[src/rtl/mips_pkg.sv]
// Shared MIPS pipeline constants and types used by the fetch stage and ID.
package mips_pkg;

  localparam logic [31:0] RESET_PC = 32'h0000_3000;
  localparam logic [31:0] NOP_WORD = 32'h0000_0000;

  typedef enum logic {S_FETCH, S_HOLD} fetch_state_e;

  // Primary opcodes and SPECIAL functs that ID decodes into redirects.
  localparam logic [5:0] OP_SPECIAL = 6'h00;
  localparam logic [5:0] OP_J       = 6'h02;
  localparam logic [5:0] OP_JAL     = 6'h03;
  localparam logic [5:0] OP_BEQ     = 6'h04;
  localparam logic [5:0] OP_BNE     = 6'h05;
  localparam logic [5:0] FN_JR      = 6'h08;
  localparam logic [5:0] FN_JALR    = 6'h09;

  function automatic logic [31:0] word_align(input logic [31:0] a);
    return {a[31:2], 2'b00};
  endfunction

endpackage

[src/rtl/ifu_fetch_if.sv]
// Instruction-memory request/response bus between fetch (master) and IM (slave).
interface ifu_fetch_if;

  logic        imem_req;
  logic [31:0] imem_addr;
  logic        imem_rvalid;
  logic [31:0] imem_rdata;

  modport master (output imem_req, imem_addr, input imem_rvalid, imem_rdata);
  modport slave  (input imem_req, imem_addr, output imem_rvalid, imem_rdata);

endinterface

[src/rtl/ifu_fetch_if_id_reg.sv]
// IF/ID pipeline register; hold overrides load and bubble.
module if_id_reg #(
  parameter logic [31:0] RESET_PC = 32'h0000_3000,
  parameter logic [31:0] NOP_WORD = 32'h0000_0000
) (
  input  logic        clk,
  input  logic        reset,
  input  logic        load,
  input  logic        bubble,
  input  logic        hold,
  input  logic [31:0] ir_in,
  input  logic [31:0] pc_in,
  output logic [31:0] IR_D,
  output logic [31:0] PC_D,
  output logic [31:0] PC4_D,
  output logic        valid_D
);

  always_ff @(posedge clk or negedge reset) begin
    if (!reset) begin
      IR_D    <= NOP_WORD;
      PC_D    <= RESET_PC;
      PC4_D   <= RESET_PC + 32'd4;
      valid_D <= 1'b0;
    end else if (!hold) begin
      if (load) begin
        IR_D    <= ir_in;
        PC_D    <= pc_in;
        PC4_D   <= pc_in + 32'd4;
        valid_D <= 1'b1;
      end else if (bubble) begin
        // bubble keeps the PCs so ID still sees a coherent (if invalid) slot
        IR_D    <= NOP_WORD;
        valid_D <= 1'b0;
      end
    end
  end

endmodule

[src/rtl/ifu_fetch.sv]
// MIPS IF stage: PC, IM request FSM, next-PC selection with delay-slot redirect.
module ifu_fetch #(
  parameter logic [31:0] RESET_PC = 32'h0000_3000,
  parameter logic [31:0] NOP_WORD = 32'h0000_0000
) (
  input  logic               clk,
  input  logic               reset,
  input  logic               stall_D,
  input  logic               br_taken_D,
  input  logic [31:0]        br_target_D,
  input  logic               jr_taken_D,
  input  logic [31:0]        jr_target_D,
  ifu_fetch_if.master        imem,
  output logic [31:0]        IR_D,
  output logic [31:0]        PC_D,
  output logic [31:0]        PC4_D,
  output logic               valid_D
);
  import mips_pkg::*;

  fetch_state_e state;
  logic [31:0]  pc_F, pend_pc, ibuf, redir_pc, next_pc;
  logic         pend_v, redirect, deliver, in_fetch, in_hold;

  assign in_fetch = (state == S_FETCH);
  assign in_hold  = (state == S_HOLD);

  assign imem.imem_req  = in_fetch;
  assign imem.imem_addr = pc_F;

  assign redirect = br_taken_D | jr_taken_D;
  assign redir_pc = word_align(jr_taken_D ? jr_target_D : br_target_D);

  // an instruction enters IF/ID this cycle
  assign deliver = !stall_D && (in_hold || (in_fetch && imem.imem_rvalid));

  always_comb begin
    next_pc = pc_F + 32'd4;
    if (pend_v)        next_pc = pend_pc;
    else if (redirect) next_pc = redir_pc;
  end

  always_ff @(posedge clk or negedge reset) begin
    if (!reset) begin
      state   <= S_FETCH;
      pc_F    <= RESET_PC;
      pend_v  <= 1'b0;
      pend_pc <= 32'h0;
      ibuf    <= NOP_WORD;
    end else begin
      if (deliver) begin
        pc_F   <= next_pc;
        pend_v <= 1'b0;
      end else if (redirect) begin
        // delay slot still in flight: park the target until it is delivered
        pend_v  <= 1'b1;
        pend_pc <= redir_pc;
      end
      case (state)
        S_FETCH: if (imem.imem_rvalid && stall_D) begin
          ibuf  <= imem.imem_rdata;
          state <= S_HOLD;
        end
        S_HOLD:  if (!stall_D) state <= S_FETCH;
        default: state <= S_FETCH;
      endcase
    end
  end

  if_id_reg #(.RESET_PC(RESET_PC), .NOP_WORD(NOP_WORD)) u_if_id (
    .clk     (clk),
    .reset   (reset),
    .load    (in_hold || imem.imem_rvalid),
    .bubble  (in_fetch && !imem.imem_rvalid),
    .hold    (stall_D),
    .ir_in   (in_hold ? ibuf : imem.imem_rdata),
    .pc_in   (pc_F),
    .IR_D    (IR_D),
    .PC_D    (PC_D),
    .PC4_D   (PC4_D),
    .valid_D (valid_D)
  );

  a_br_jr_excl: assert property (@(posedge clk) disable iff (!reset)
    !(br_taken_D && jr_taken_D));
  a_redir_pend: assert property (@(posedge clk) disable iff (!reset)
    !(redirect && pend_v));
  a_rvalid_req: assert property (@(posedge clk) disable iff (!reset)
    !(imem.imem_rvalid && !imem.imem_req));

endmodule

[src/flat_wrapper.sv]
// flat-port wrapper written by rule: the top's interface ports become plain ports
module ifu_fetch_flat import mips_pkg::*;
#(
  parameter logic [31:0] RESET_PC = 32'h0000_3000,
  parameter logic [31:0] NOP_WORD = 32'h0000_0000
)
  (clk, reset, stall_D, br_taken_D, br_target_D, jr_taken_D, jr_target_D, IR_D, PC_D, PC4_D, valid_D, imem_imem_req, imem_imem_addr, imem_imem_rvalid, imem_imem_rdata);
  ifu_fetch_if imem_i ();
  input  logic clk;
  input  logic reset;
  input  logic stall_D;
  input  logic br_taken_D;
  input  logic [31:0] br_target_D;
  input  logic jr_taken_D;
  input  logic [31:0] jr_target_D;
  output logic [31:0] IR_D;
  output logic [31:0] PC_D;
  output logic [31:0] PC4_D;
  output logic valid_D;
  output wire logic [$bits(imem_i.imem_req)-1:0] imem_imem_req;
  output wire logic [$bits(imem_i.imem_addr)-1:0] imem_imem_addr;
  input wire logic [$bits(imem_i.imem_rvalid)-1:0] imem_imem_rvalid;
  input wire logic [$bits(imem_i.imem_rdata)-1:0] imem_imem_rdata;
  assign imem_imem_req = imem_i.imem_req;
  assign imem_imem_addr = imem_i.imem_addr;
  assign imem_i.imem_rvalid = imem_imem_rvalid;
  assign imem_i.imem_rdata = imem_imem_rdata;
  ifu_fetch #(.RESET_PC(RESET_PC), .NOP_WORD(NOP_WORD)) u_core (.clk(clk), .reset(reset), .stall_D(stall_D), .br_taken_D(br_taken_D), .br_target_D(br_target_D), .jr_taken_D(jr_taken_D), .jr_target_D(jr_target_D), .imem(imem_i), .IR_D(IR_D), .PC_D(PC_D), .PC4_D(PC4_D), .valid_D(valid_D));
endmodule
[config.mk]
export PLATFORM = sky130hd
export DESIGN_NAME = ifu_fetch_flat
export DESIGN_NICKNAME = d
export VERILOG_FILES = /design/src/rtl/mips_pkg.sv /design/src/rtl/ifu_fetch_if.sv /design/src/rtl/ifu_fetch_if_id_reg.sv /design/src/rtl/ifu_fetch.sv /design/src/flat_wrapper.sv
export SDC_FILE = /design/constraint.sdc
export NUM_CORES = 1
export LEC_CHECK = 0
export CAP_MARGIN = 20
export CORE_ASPECT_RATIO = 0.8
export CORE_MARGIN = 2
export CORE_UTILIZATION = 54
export CTS_CLUSTER_SIZE = 30
export DETAILED_ROUTE_END_ITERATION = 8
export GPL_TIMING_DRIVEN = 1
export HOLD_SLACK_MARGIN = 0.06
export PLACE_DENSITY_LB_ADDON = 0.2
export REMOVE_ABC_BUFFERS = 1
export SYNTH_ARGS = -nofsm -noshare
export SYNTH_HDL_FRONTEND = slang
export SYNTH_HIERARCHICAL = 1
export SYNTH_SLANG_ARGS = --single-unit
[constraint.sdc]
create_clock -name clk -period 3.3 [get_ports clk]
set_clock_uncertainty 0.1 [all_clocks]
set_input_delay 0.99 -clock clk [delete_from_list [all_inputs] [get_ports clk]]
set_output_delay 0.99 -clock clk [all_outputs]
set_load 0.03 [all_outputs]
**Word-level counts from Yosys, hierarchy flattened**

Cells that the tools add are included.

- Logic and storage cells: 41
- Input port bits: 102
- Output and inout port bits: 130
- Register bits: 193

- $add $sub $neg: 1
- Mux-type cells: 13
- Bitwise logic cells: 4
- Reductions and logical operators: 14

Operator list:

| operator | count |
|---|---|
| $mux W32 | 6 |
| $add A32 B3 Y32 const B | 1 |
| $reduce_and A2 Y1 | 4 |
| $mux W1 | 6 |
| $logic_and A1 B1 Y1 | 4 |
| $reduce_bool A2 Y1 | 2 |
| $not A1 Y1 | 3 |
| $logic_not A1 Y1 | 2 |
| $logic_or A1 B1 Y1 | 2 |
| $pmux W1 S2 | 1 |
| $or A1 B1 Y1 | 1 |

**Longest topological paths before layout**

Gate-level depths: netlist (run 1).

- Word-level depth: 6
- Gate-level depth with buffers: 7
- Depth with buffers taken out: 6

**Cells and area by module**

The synthesis (run 1) kept the hierarchy.

By module, submodules not included:

| module | times used | cells an instance | area each (um^2) | sequential area each (um^2) |
|---|---|---|---|---|
| ifu_fetch | 1 | 553 | 5402.7 | 2354.8 |
| if_id_reg | 1 | 409 | 4066.4 | 2383.5 |

**Worst setup path after synthesis (run 1)**

Ideal clock, no wire load.

- Kind: register to register
- Start point: register u_core.pc_F[9] (netlist: u_core/imem.imem_addr[9])
- End point: register u_core.u_if_id.PC4_D[31]
- Buffers on the path: 1
- Required time: 3118 ps
- Clock period less this slack: 2415 ps
- Slack: 885 ps
- Data arrival time: 2233 ps
- Cell stages (with the launch flop): 6
- Library setup time: 82 ps
- Path through: dfrtp_1 > nand4_2 > or4_1 > buf_2 > or4_1 > a31oi_1

- Longest elaborated chain between the ends: 1

RTL lines:

| element | RTL line | source |
|---|---|---|
| start, declared | ifu_fetch.sv:22 | `logic [31:0] pc_F, pend_pc, ibuf, redir_pc, next_pc;` |
| start signal, assigned | ifu_fetch.sv:52 | `pc_F <= next_pc;` |
| $add A32 B3 Y32 | ifu_fetch_if_id_reg.sv:29 | `PC4_D <= pc_in + 32'd4;` |
| end signal, assigned | ifu_fetch_if_id_reg.sv:23 | `PC4_D <= RESET_PC + 32'd4;` |
| end signal, assigned | ifu_fetch_if_id_reg.sv:29 |  |
| end, declared | ifu_fetch_if_id_reg.sv:15 | `output logic [31:0] PC4_D,` |

No other way between the ends.
A chain may end at the register's enable or synchronous reset.

**Worst setup path in the final report (run 1)**

- Start point: register u_core.pc_F[10] (netlist: u_core/imem.imem_addr[10])
- End point: output port imem_imem_addr[10]

RTL lines:

| element | RTL line | source |
|---|---|---|
| end, declared | flat_wrapper.sv:21 | `output wire logic [$bits(imem_i.imem_addr)-1:0] imem_imem_addr;` |

No word-level cell between the ends.

==> results of run 1 <==
## logic make-up (layout without fill, tap and decap cells)
| logic type | count (synthesis) | after routing | share of synthesized area |
|---|---|---|---|
| buffers and inverters | 86 | 320 | 0.03977 |
| xor gates and xnor gates | 13 | 13 | 0.01202 |
| muxes | 94 | 94 | 0.1078 |
| and+or+nand+nor | 330 | 330 | 0.1642 |
| AOI/OAI and AO/OA | 247 | 247 | 0.1727 |
| adders and majority gates | 2 | 2 | 0.002642 |
| other | 1 | 4 | 0.0003960 |
| DFF | 189 | 189 | 0.5004 |
## path summary, 6_finish.rpt
| kind | start | to | slack (ns) | cells after the start |
|---|---|---|---|---|
| setup / recovery | u_core/imem.imem_addr[10] | imem_imem_addr[10] | 0.37 | 1 |
| setup reg to reg | u_core/imem.imem_addr[10] | u_core/u_if_id/PC4_D[31] | 0.73 | 4 |
| hold / removal | u_core/u_if_id/PC_D[9] | u_core/u_if_id/PC_D[9] | 0.37 | 2 |
| hold reg to reg | u_core/u_if_id/PC_D[9] | u_core/u_if_id/PC_D[9] | 0.37 | 2 |
| min in group asynchronous | reset | u_core/u_if_id/IR_D[1] | 0.46 | 1 |
| max in group asynchronous | reset | u_core/u_if_id/PC4_D[12] | 1.77 | 2 |
## worst register-to-register path, stage by stage, from the launching register on
cell and delay, ns:
dfrtp_1 0.64, nand4_2 0.25, or4_1 0.76, or4_1 0.56, a31oi_1 0.19
## synth_stat cells (3+ instances only)
| library cell | n |
|---|---|
| o22ai_1 | 3 |
| mux2i_1 | 30 |
| o32ai_1 | 4 |
| a21oi_1 | 21 |
| buf_1 | 4 |
| nor3_1 | 7 |
| or4_1 | 17 |
| nand4_1 | 18 |
| a22o_1 | 36 |
| a31oi_1 | 24 |
| o31ai_1 | 9 |
| or3_1 | 7 |
| o21bai_1 | 3 |
| or2_2 | 3 |
| dfstp_2 | 7 |
| xnor2_1 | 7 |
| a41oi_1 | 4 |
| clkbuf_1 | 43 |
| o21ai_1 | 4 |
| and4_1 | 5 |
| nor4_1 | 4 |
| nand3_1 | 23 |
| a2bb2oi_1 | 5 |
| buf_2 | 16 |
| a221oi_1 | 6 |
| o211ai_1 | 6 |
| inv_1 | 14 |
| nor2b_1 | 6 |
| a22oi_1 | 17 |
| dfrtp_1 | 182 |
| o21ai_0 | 89 |
| nor2_1 | 33 |
| mux2_2 | 64 |
| and3_1 | 9 |
| nand2_1 | 187 |
| xor2_1 | 6 |
| buf_4 | 8 |
## power groups by stage
stage,sequential [W],clock (W),combinational [W]
4_1_cts,0.00315,0.00206,0.00261
6_report,0.00316,0.00204,0.00261
3_3_place_gp,0.00316,0,0.00255
3_5_place_dp,0.00319,0,0.00260
2_1_floorplan,0.00380,0,0.000698
5_1_grt,0.00322,0.00216,0.00278
## layout make-up
cell class | count | area, µm²
repair buffers | 274 | 2656
clock inverters | 12 | 132.6
well taps | 225 | 281.5
clock buffers | 20 | 446.7
multi-input cells | 690 | 4394
inverters | 14 | 52.55
flip-flops and latches | 189 | 4738
fillers | 1243 | 4568
## metrics by stage
step                cell area (µm²)  hold WS, ns  worst slack, ns
finish                        12700       0.3745           0.3675
global route                  12700       0.3970           0.2793
CTS                           12700       0.3791           0.3579
detailed placement            12120       0.3623           0.2797
global placement              12120       0.3500           0.3007
floorplan                      9156       0.3413           -1.559
## metal layers
| metal | track usage | up-vias | routed length (µm) |
|---|---|---|---|
| met5 | 0 | - | 0 |
| met4 | 0.08294 | 0 | 487 |
| met3 | 0.06462 | 47 | 2289 |
| met2 | 0.4220 | 446 | 11510 |
| met1 | 0.4243 | 4105 | 11960 |
| li1 | - | 3938 | - |
## sequential cells by signal (all words and copies together), names as in the netlist
signal                  count
u_core/pend_v               1
u_core/u_if_id/IR_D        32
u_core/ibuf                32
u_core/in_hold              1
u_core/imem.imem_addr      30
u_core/u_if_id/PC4_D       30
u_core/u_if_id/PC_D        32
u_core/pend_pc             30
u_core/u_if_id/valid_D      1
==> metrics.md, run 1 <==
| Metric | Value |
|---|---|
| Sink Count | 189 |
| Power density of the placed cells | 614.6 nW/µm² |
| Worst EP required | 2.21 ns |
| Area growth syn-to-layout | 34.14% |
| Sequential fraction of the synthesis area | 0.5004 |
| Setup bufs post-CTS | 0 |
| Top cells by area, synth | dfrtp_1 48%, mux2_2 7.6%, nand2_1 7.4% |
| Mapped cell area | 9469 µm² |
| TritonRoute pass-1 iters | 5 |
| Lkg Pwr | 5.398 nW |
| Highest Clock Rate | 0.3410 GHz |
| Final GP Congestion | 0.8669 |
| Switch Pwr | 0.002829 W |
| Switching Share | 0.3624 |
| Synth warn | 6 |
| Wire length of the first global-routing pass | 42.08 mm |
| Asr flop ratio synth | 1.000 |
| Gate power share | 0.335 |
| CP Capture Type | output pin |
| Fin. max-slew vios | 0 |
| Flops & latches, synth | 189 |
| Top Ports | 232 |
| WL/cell | 18.43 µm |
| Die area | 18620 µm² |
| Buffers on Ports | 225 |
| Peak supply drop | 0.3425 mV |
| Drt drc | 0 |
| Period utilisation layout | 0.8886 |
| Avg Cell Area, Syn | 9.843 µm² |
| Critical path arrival | 1.84 ns |
| Slew Limit Headroom | 0.4279 |
| Worst-Margin Slew | 0.8581 ns |
| Setup tns final | 0 ns |
| Most frequent cells in the layout | 223 x clkdlybuf4s50_1, 187 x nand2_1, 182 x dfrtp_1 |
| Vias in the first global route | 7936 |
| Total power | 0.007807 W |
| Post-synth top area cell | dfrtp_1 |
| Initial core utilization | 0.5483 |
| Reg power frac | 0.404 |
| Int Power | 0.004978 W |
| Via-per-instance ratio | 5.994 |
| Setup Viol. Count Final | 0 |
| CP bufs+invs | 1 |
| Leading cell type in the layout, fill and taps excluded | clkdlybuf4s50_1 |
| RSZ-0062 raised after global routing | false |
| Clock-pin slew on the worst setup and hold paths | 0.07 ns |
| Total global-route track usage | 0.2854 |
| CP peak stage delay | 0.77 ns |
| Max Cap Viol | 0 |
| H-tree lvl count | 4 |
| Initial DRC count | 765 |
| Die height | 122.4 µm |
| Worst-path cell chain | clkdlybuf4s50_1 |
| Non-Filler Instances | 1424 |
| Antenna Violating Nets Remaining | 0 |
| Via Count | 8536 |
| Total congestion overflow | 0 |
| Clock Path Buffers | 2 |
| Yosys cell types | 62 |
| ANT cells | 0 |
| Die X | 152.1 µm |
| Final min period | 2.933 ns |
| Top FF cell, synth | dfrtp_1 |
| Hold Fails Final Rpt | 0 |
| Startpoint types | register |
| Fin util | 0.7355 |
| Crit path max-delay family | buffers and inverters |
| Outcome | finished, final reports clean |
| Layout cells sized above 1 | 0.1426 |
| Clk root buf | clkbuf_16 |
| CP max FO | 10 |
| CP max stage cell | clkdlybuf4s50_1 |
| Core Box Area | 17270 µm² |
| Critical path class | register to output pin |
| Largest net degree at the start of global routing | 75 |
| CTS Buf Count | 17 |
| Yosys top cell area share | 0.4810 |
| Post-synth EDFFs | 0 |
| Fin nets | 1290 |
| Hpwl dp | 18.43 mm |
| Syn Inst Count | 962 |
| Total length of routed wires | 26.24 mm |
| Placed cells | 1392 |
| Post-CTS sizing | 0 |
| Worst Hold Class | register to register |
| Clock Power Share | 0.261 |
| Worst-Skew Late Latency | 0.43 ns |
| Initial antenna violation count | 0 |
| CTS tree | done |
| Cell row count | 43 |
| Post-cts hold buffer count | 0 |
Power figures use the tool's default switching activity.
==> run 2, diff against run 1 <==
- CTS_BUF_LIST: default -> sky130_fd_sc_hd__clkbuf_4 sky130_fd_sc_hd__clkbuf_8 sky130_fd_sc_hd__clkbuf_16
==> run 2 against run 1 <==
Against the previous run:
- count of clock-buffer cells in the layout unchanged
- first-iteration DRC count up 3.8%
- sequential power barely moved
==> metrics.md, run 2 (synthesized netlist as in run 1, its figures left out) <==
| Metric | Value |
|---|---|
| Outcome | finished, final reports clean |
| Worst Hold Class | register to register |
| R2R Path End | u_core/u_if_id/PC4_D[31] |
| Critical path arrival | 1.85 ns |
| WL/cell | 18.46 µm |
| Startpoint types | register |
| Switch Pwr | 0.002828 W |
| Total global-route track usage | 0.2863 |
| Worst reg-to-reg path cell count | 4 |
| Die X | 152.1 µm |
| Hold Fails Final Rpt | 0 |
| Peak supply drop | 0.3455 mV |
| H-tree lvl count | 4 |
| Worst EP required | 2.21 ns |
| Clock Path Buffers | 2 |
| Wire length of the first global-routing pass | 42.12 mm |
| Layout cells sized above 1 | 0.1443 |
| Buffers on Ports | 225 |
| Vias in the first global route | 7965 |
| Highest Clock Rate | 0.3405 GHz |
| Power density of the placed cells | 615.4 nW/µm² |
| Final min period | 2.937 ns |
| Total congestion overflow | 0 |
| Setup bufs post-CTS | 0 |
| Clk root buf | clkbuf_16 |
| Clock Power Share | 0.262 |
| Largest regs | u_core/ibuf: 32 flops, u_core/u_if_id/IR_D: 32 flops, u_core/u_if_id/PC_D: 32 flops |
| TritonRoute pass-1 iters | 6 |
| Core Box Area | 17270 µm² |
| Setup Viol. Count Final | 0 |
| CP peak stage delay | 0.77 ns |
| Via-per-instance ratio | 6.004 |
| Cell row count | 43 |
| Die area | 18620 µm² |
| Worst-Skew Late Latency | 0.43 ns |
| CP Capture Type | output pin |
| Non-Filler Instances | 1424 |
| Placed cells | 1392 |
| Worst-path cell chain | clkdlybuf4s50_1 |
| Critical path class | register to output pin |
| Final GP Congestion | 0.8669 |
| Top Ports | 232 |
| Post-CTS sizing | 0 |
| Hold Path Depth | 2 |
| Initial core utilization | 0.5483 |
| Worst-Margin Slew | 0.8586 ns |
| Period utilisation layout | 0.8901 |
| Initial DRC count | 794 |
| Slew Limit Headroom | 0.4276 |
| Antenna Violating Nets Remaining | 0 |
| Clock-pin slew on the worst setup and hold paths | 0.07 ns |
| CTS Buf Count | 17 |
| Drt drc | 0 |
| CP max FO | 10 |
| Final setup margin | 0.3628 ns |
| CTS tree | done |
| Max Cap Viol | 0 |
| Die height | 122.4 µm |
| Fill cell count | 1246 |
| RSZ-0062 raised after global routing | false |
| Setup slack at placement | 0.2797 ns |
| Area growth syn-to-layout | 34.22% |
| Worst Hold End | u_core/u_if_id/PC_D[9] |
| Hpwl dp | 18.43 mm |
| Switching Share | 0.3615 |
| Post-cts hold buffer count | 0 |
| Leading cell type in the layout, fill and taps excluded | clkdlybuf4s50_1 |
| ANT cells | 0 |
| CP max stage cell | clkdlybuf4s50_1 |
| Hold Path Origin | u_core/u_if_id/PC_D[9] |
| Crit path max-delay family | buffers and inverters |
| Via Count | 8550 |
| Int Power | 0.004994 W |
| Flop2flop setup slack | 0.72 ns |
| Gate power share | 0.334 |
| Fin nets | 1290 |
| Sink Count | 189 |
| Initial antenna violation count | 0 |
| Largest net degree at the start of global routing | 75 |
| Reg power frac | 0.404 |
| RR Startpoint | u_core/imem.imem_addr[10] |
| Lkg Pwr | 5.405 nW |
| Total length of routed wires | 26.28 mm |
| Most frequent cells in the layout | 223 x clkdlybuf4s50_1, 187 x nand2_1, 182 x dfrtp_1 |
| Fin. max-slew vios | 0 |
| Total power | 0.007821 W |
| CP bufs+invs | 1 |
## run 2: worst max-delay path by stage
| stage | cells after the start | startpoint | to | slack, ns |
|---|---|---|---|---|
| 6_report | 1 | u_core/imem.imem_addr[10] | imem_imem_addr[10] | 0.36 |
| 5_1_grt | 1 | u_core/imem.imem_addr[21] | imem_imem_addr[21] | 0.27 |
| 4_1_cts | 1 | u_core/imem.imem_addr[10] | imem_imem_addr[10] | 0.36 |
| 3_5_place_dp | 6 | br_taken_D | u_core/imem.imem_addr[5] | 0.28 |
| 3_3_place_gp | 6 | br_taken_D | u_core/imem.imem_addr[6] | 0.30 |
| 2_1_floorplan | 4 | u_core/in_hold | u_core/u_if_id/PC4_D[17] | -1.56 |
## run 2: worst min-delay path: cells and delay by family (launching register included)
family / cells / cell delay, ns
flops: 1 / 0.34
simple gates: 2 / 0.10
## run 2: final cells by class
type | count | area, µm² | area share
Clock buffer | 20 | 454.2 | 0.03574
Clock inverter | 12 | 132.6 | 0.01044
Inverter | 14 | 52.55 | 0.004135
Multi-Input combinational cell | 690 | 4394 | 0.3457
Sequential cell | 189 | 4738 | 0.3728
Tap cell | 225 | 281.5 | 0.02215
Timing Repair Buffer | 274 | 2656 | 0.2090
## run 2: metal layers
| layer | share of wire | global-route usage | vias up | wire (µm) |
|---|---|---|---|---|
| li1 | - | - | 3941 | - |
| met1 | 0.46 | 0.4248 | 4116 | 11970 |
| met2 | 0.44 | 0.4229 | 453 | 11630 |
| met3 | 0.083 | 0.05508 | 40 | 2171 |
| met4 | 0.020 | 0.1028 | 0 | 515 |
| met5 | 0 | 0 | - | 0 |
## run 2: power by group through the flow
stage,logic (W),registers (W),clock network (W)
after floorplan,0.000698,0.00380,0
after global placement,0.00255,0.00316,0
after detailed placement,0.00260,0.00319,0
after CTS,0.00261,0.00315,0.00208
after global routing,0.00278,0.00322,0.00218
final,0.00261,0.00316,0.00205
## run 2: through the flow
stage / TNS, ns / hold WS [ns] / cell area, µm² / utilization
3_3_place_gp: 0 / 0.3500 / 12120 / 0.7019
5_1_grt: 0 / 0.3970 / 12710 / 0.7359
6_report: 0 / 0.3740 / 12710 / 0.7359
2_1_floorplan: -143.18 / 0.3413 / 9156 / -
3_5_place_dp: 0 / 0.3623 / 12120 / 0.7019
4_1_cts: 0 / 0.3792 / 12710 / 0.7359
==> run 3, diff against run 2 <==
- ABC_AREA: default -> 1
- CORE_UTILIZATION: 54 -> 55
- GPL_TIMING_DRIVEN: 1 -> default
==> run 3 against run 2 <==
Against the previous run:
- die area up 3.7%
- wire length up 11%
- worst hold slack better by 0.0034 ns
- via count up 17%
- count of clock-buffer cells in the layout down 1
- synthesized cell count up 45%
- combinational power up 2%
- cell count up 30%
- register-to-register slack better by 0.16 ns
- flip-flop and latch count unchanged
==> metrics.md, run 3 <==
| Metric | Value |
|---|---|
| Syn Inst Count | 1398 |
| Post-cts hold buffer count | 0 |
| Avg Cell Area, Syn | 7.165 µm² |
| Hold Fails Final Rpt | 0 |
| Post-synthesis mux area share | 0 |
| Fin nets | 1717 |
| Most common cell in the netlist | nand2_1 |
| Period utilisation layout | 0.9073 |
| Final min period | 2.994 ns |
| Asr flop ratio synth | 1.000 |
| Worst reg-to-reg path cell count | 7 |
| Gate power share | 0.334 |
| Largest family of logic cells by synthesized area | simple AND/OR/NAND/NOR gates |
| Top Ports | 232 |
| Outcome | finished, final reports clean |
| Flop2flop setup slack | 0.88 ns |
| Switching Share | 0.3709 |
| Clock-pin slew on the worst setup and hold paths | 0.07 ns |
| Highest Clock Rate | 0.3340 GHz |
| Stages on worst setup path | 1 |
| Cell row count | 44 |
| Leading cell type in the layout, fill and taps excluded | nand2_1 |
| CP peak stage delay | 0.79 ns |
| Post-synth top area cell | dfrtp_1 |
| Reg power frac | 0.393 |
| Antenna Violating Nets Remaining | 0 |
| TritonRoute pass-1 iters | 6 |
| Flops & latches, synth | 189 |
| Die height | 124.7 µm |
| Layout cells sized above 1 | 0.06519 |
| Post-Synth XOR/XNOR Area | 0.003497 |
| ANT cells | 0 |
| Yosys top cell area share | 0.4547 |
| Crit path max-delay family | buffers and inverters |
| Worst-Skew Late Latency | 0.43 ns |
| Initial DRC count | 964 |
| Yosys cell types | 34 |
| Most frequent cells in the layout | 474 x nand2_1, 224 x clkdlybuf4s50_1, 181 x dfrtp_1 |
| Worst-Margin Slew | 0.8066 ns |
| CP bufs+invs | 1 |
| Synth warn | 6 |
| Switch Pwr | 0.002945 W |
| CTS Buf Count | 17 |
| Initial core utilization | 0.5564 |
| Clock Path Buffers | 2 |
| Largest regs | u_core/ibuf: 32 flops, u_core/u_if_id/IR_D: 32 flops, u_core/u_if_id/PC_D: 32 flops |
| Via Count | 9975 |
| Hold Path Depth | 2 |
| Placed cells | 1823 |
| Worst EP required | 2.21 ns |
| CTS tree | done |
| Vias in the first global route | 9571 |
| Startpoint types | register |
| Die area | 19310 µm² |
| Clock Power Share | 0.273 |
| Sink Count | 189 |
| Post-CTS sizing | 0 |
| Wire length of the first global-routing pass | 48.13 mm |
| Total global-route track usage | 0.3109 |
| Sequential fraction of the synthesis area | 0.4730 |
| Top FF cell, synth | dfrtp_1 |
| Compound-gate portion of the synthesized area | 0.1138 |
| CP max FO | 9 |
| Mapped cell area | 10020 µm² |
| Non-Filler Instances | 1856 |
| Buffers on Ports | 225 |
| Lkg Pwr | 6.258 nW |
| Drt drc | 0 |
| Hold Path Origin | u_core/u_if_id/valid_D |
| Fin. max-slew vios | 0 |
| Core Box Area | 18000 µm² |
| Setup bufs post-CTS | 0 |
| WL/cell | 15.67 µm |
| Worst-path cell chain | clkdlybuf4s50_1 |
| Total congestion overflow | 0 |
| Peak supply drop | 0.4299 mV |
| Final GP Congestion | 0.9025 |
| CP max stage cell | clkdlybuf4s50_1 |
| Area growth syn-to-layout | 31.81% |
| CP Capture Type | output pin |
| RSZ-0062 raised after global routing | false |
| RR Startpoint | u_core/in_hold |
| Critical path class | register to output pin |
| Largest net degree at the start of global routing | 116 |
| Initial antenna violation count | 0 |
| Synth cell count leaders | 475 x nand2_1, 182 x dfrtp_1, 159 x nor2_1, 125 x inv_1, 123 x o21ai_0 |
| Synth Area in Simple Gates | 0.3265 |
| Fin util | 0.7335 |
| Worst Hold Class | register to register |
| Post-synth EDFFs | 0 |
| Top cells by area, synth | dfrtp_1 45%, nand2_1 18%, o21ai_0 6.1% |
| Die X | 154.9 µm |
| Hpwl dp | 20.19 mm |
| Slew Limit Headroom | 0.4623 |
| Int Power | 0.004994 W |
| H-tree lvl count | 4 |
| Max Cap Viol | 0 |
| Total length of routed wires | 29.09 mm |
| R2R Path End | u_core/imem.imem_addr[29] |
| Post-Synth Adder-Cell Area | 0.002498 |
| Power density of the placed cells | 601.3 nW/µm² |
| Setup Viol. Count Final | 0 |
| Via-per-instance ratio | 5.374 |
| Critical path arrival | 1.90 ns |
| Clk root buf | clkbuf_16 |
| Worst Hold End | u_core/u_if_id/valid_D |
run 3: layout make-up:
class,count,area [µm²]
Inverter,130,488.0
Multi-Input combinational cell,1017,4503
Clock buffer,19,440.4
Tap cell,230,287.8
Sequential cell,189,4740
Clock inverter,13,178.9
Fill cell,1435,4798
Timing Repair Buffer,258,2566
run 3: worst max path at each step:
stage,from,to
finish,u_core/imem.imem_addr[14],imem_imem_addr[14]
CTS,u_core/imem.imem_addr[14],imem_imem_addr[14]
floorplan,u_core/in_hold,u_core/u_if_id/PC4_D[6]
detailed placement,imem_imem_rvalid,u_core/pend_pc[24]
global placement,imem_imem_rvalid,u_core/pend_pc[24]
global route,u_core/imem.imem_addr[14],imem_imem_addr[14]
run 3: layer usage:
metal  global-route usage  wire length [µm]  up-vias
li1                     -                 -     4850
met1               0.4439             12860     4610
met2               0.4758             12870      461
met3              0.06820              2668       54
met4              0.09695               687        0
met5                    0                 0        -
run 3: worst reg2reg max path, stage by stage, from the launching register on:
cell	delay, ns
dfrtp_2	0.36
buf_4	0.47
nor2_2	0.18
nor2_4	0.25
buf_4	0.44
o21ai_0	0.21
a21oi_1	0.16
a21oi_1	0.12
run 3: kinds of logic (layout without fill, tap and decap cells):
kind of cell	after synthesis	in the layout
other	1	4
AOI/OAI and AO/OA	218	218
buffers and inverters	195	420
DFF	189	189
adders and majority gates	2	2
xor gates and xnor gates	4	4
and+or+nand+nor	789	789
run 3: power groups by stage:
stage               logic (W)  registers [W]  clock network, W
global route          0.00288        0.00317           0.00229
finish                0.00265        0.00312           0.00216
floorplan            0.000813        0.00371                 0
detailed placement    0.00262        0.00315                 0
global placement      0.00257        0.00314                 0
CTS                   0.00264        0.00311           0.00219
run 3: metrics by stage:
step	instance area, µm²	TNS (ns)	setup WS [ns]	hold slack, ns	total power [W]
6_report	13200	0	0.3059	0.3774	0.007939
3_3_place_gp	12560	0	0.2420	0.3544	0.005706
2_1_floorplan	9712	-108.58	-1.752	0.3529	0.004525
4_1_cts	13180	0	0.3352	0.3851	0.007952
5_1_grt	13200	0	0.2520	0.4075	0.008341
3_5_place_dp	12560	0	0.1498	0.3646	0.005773
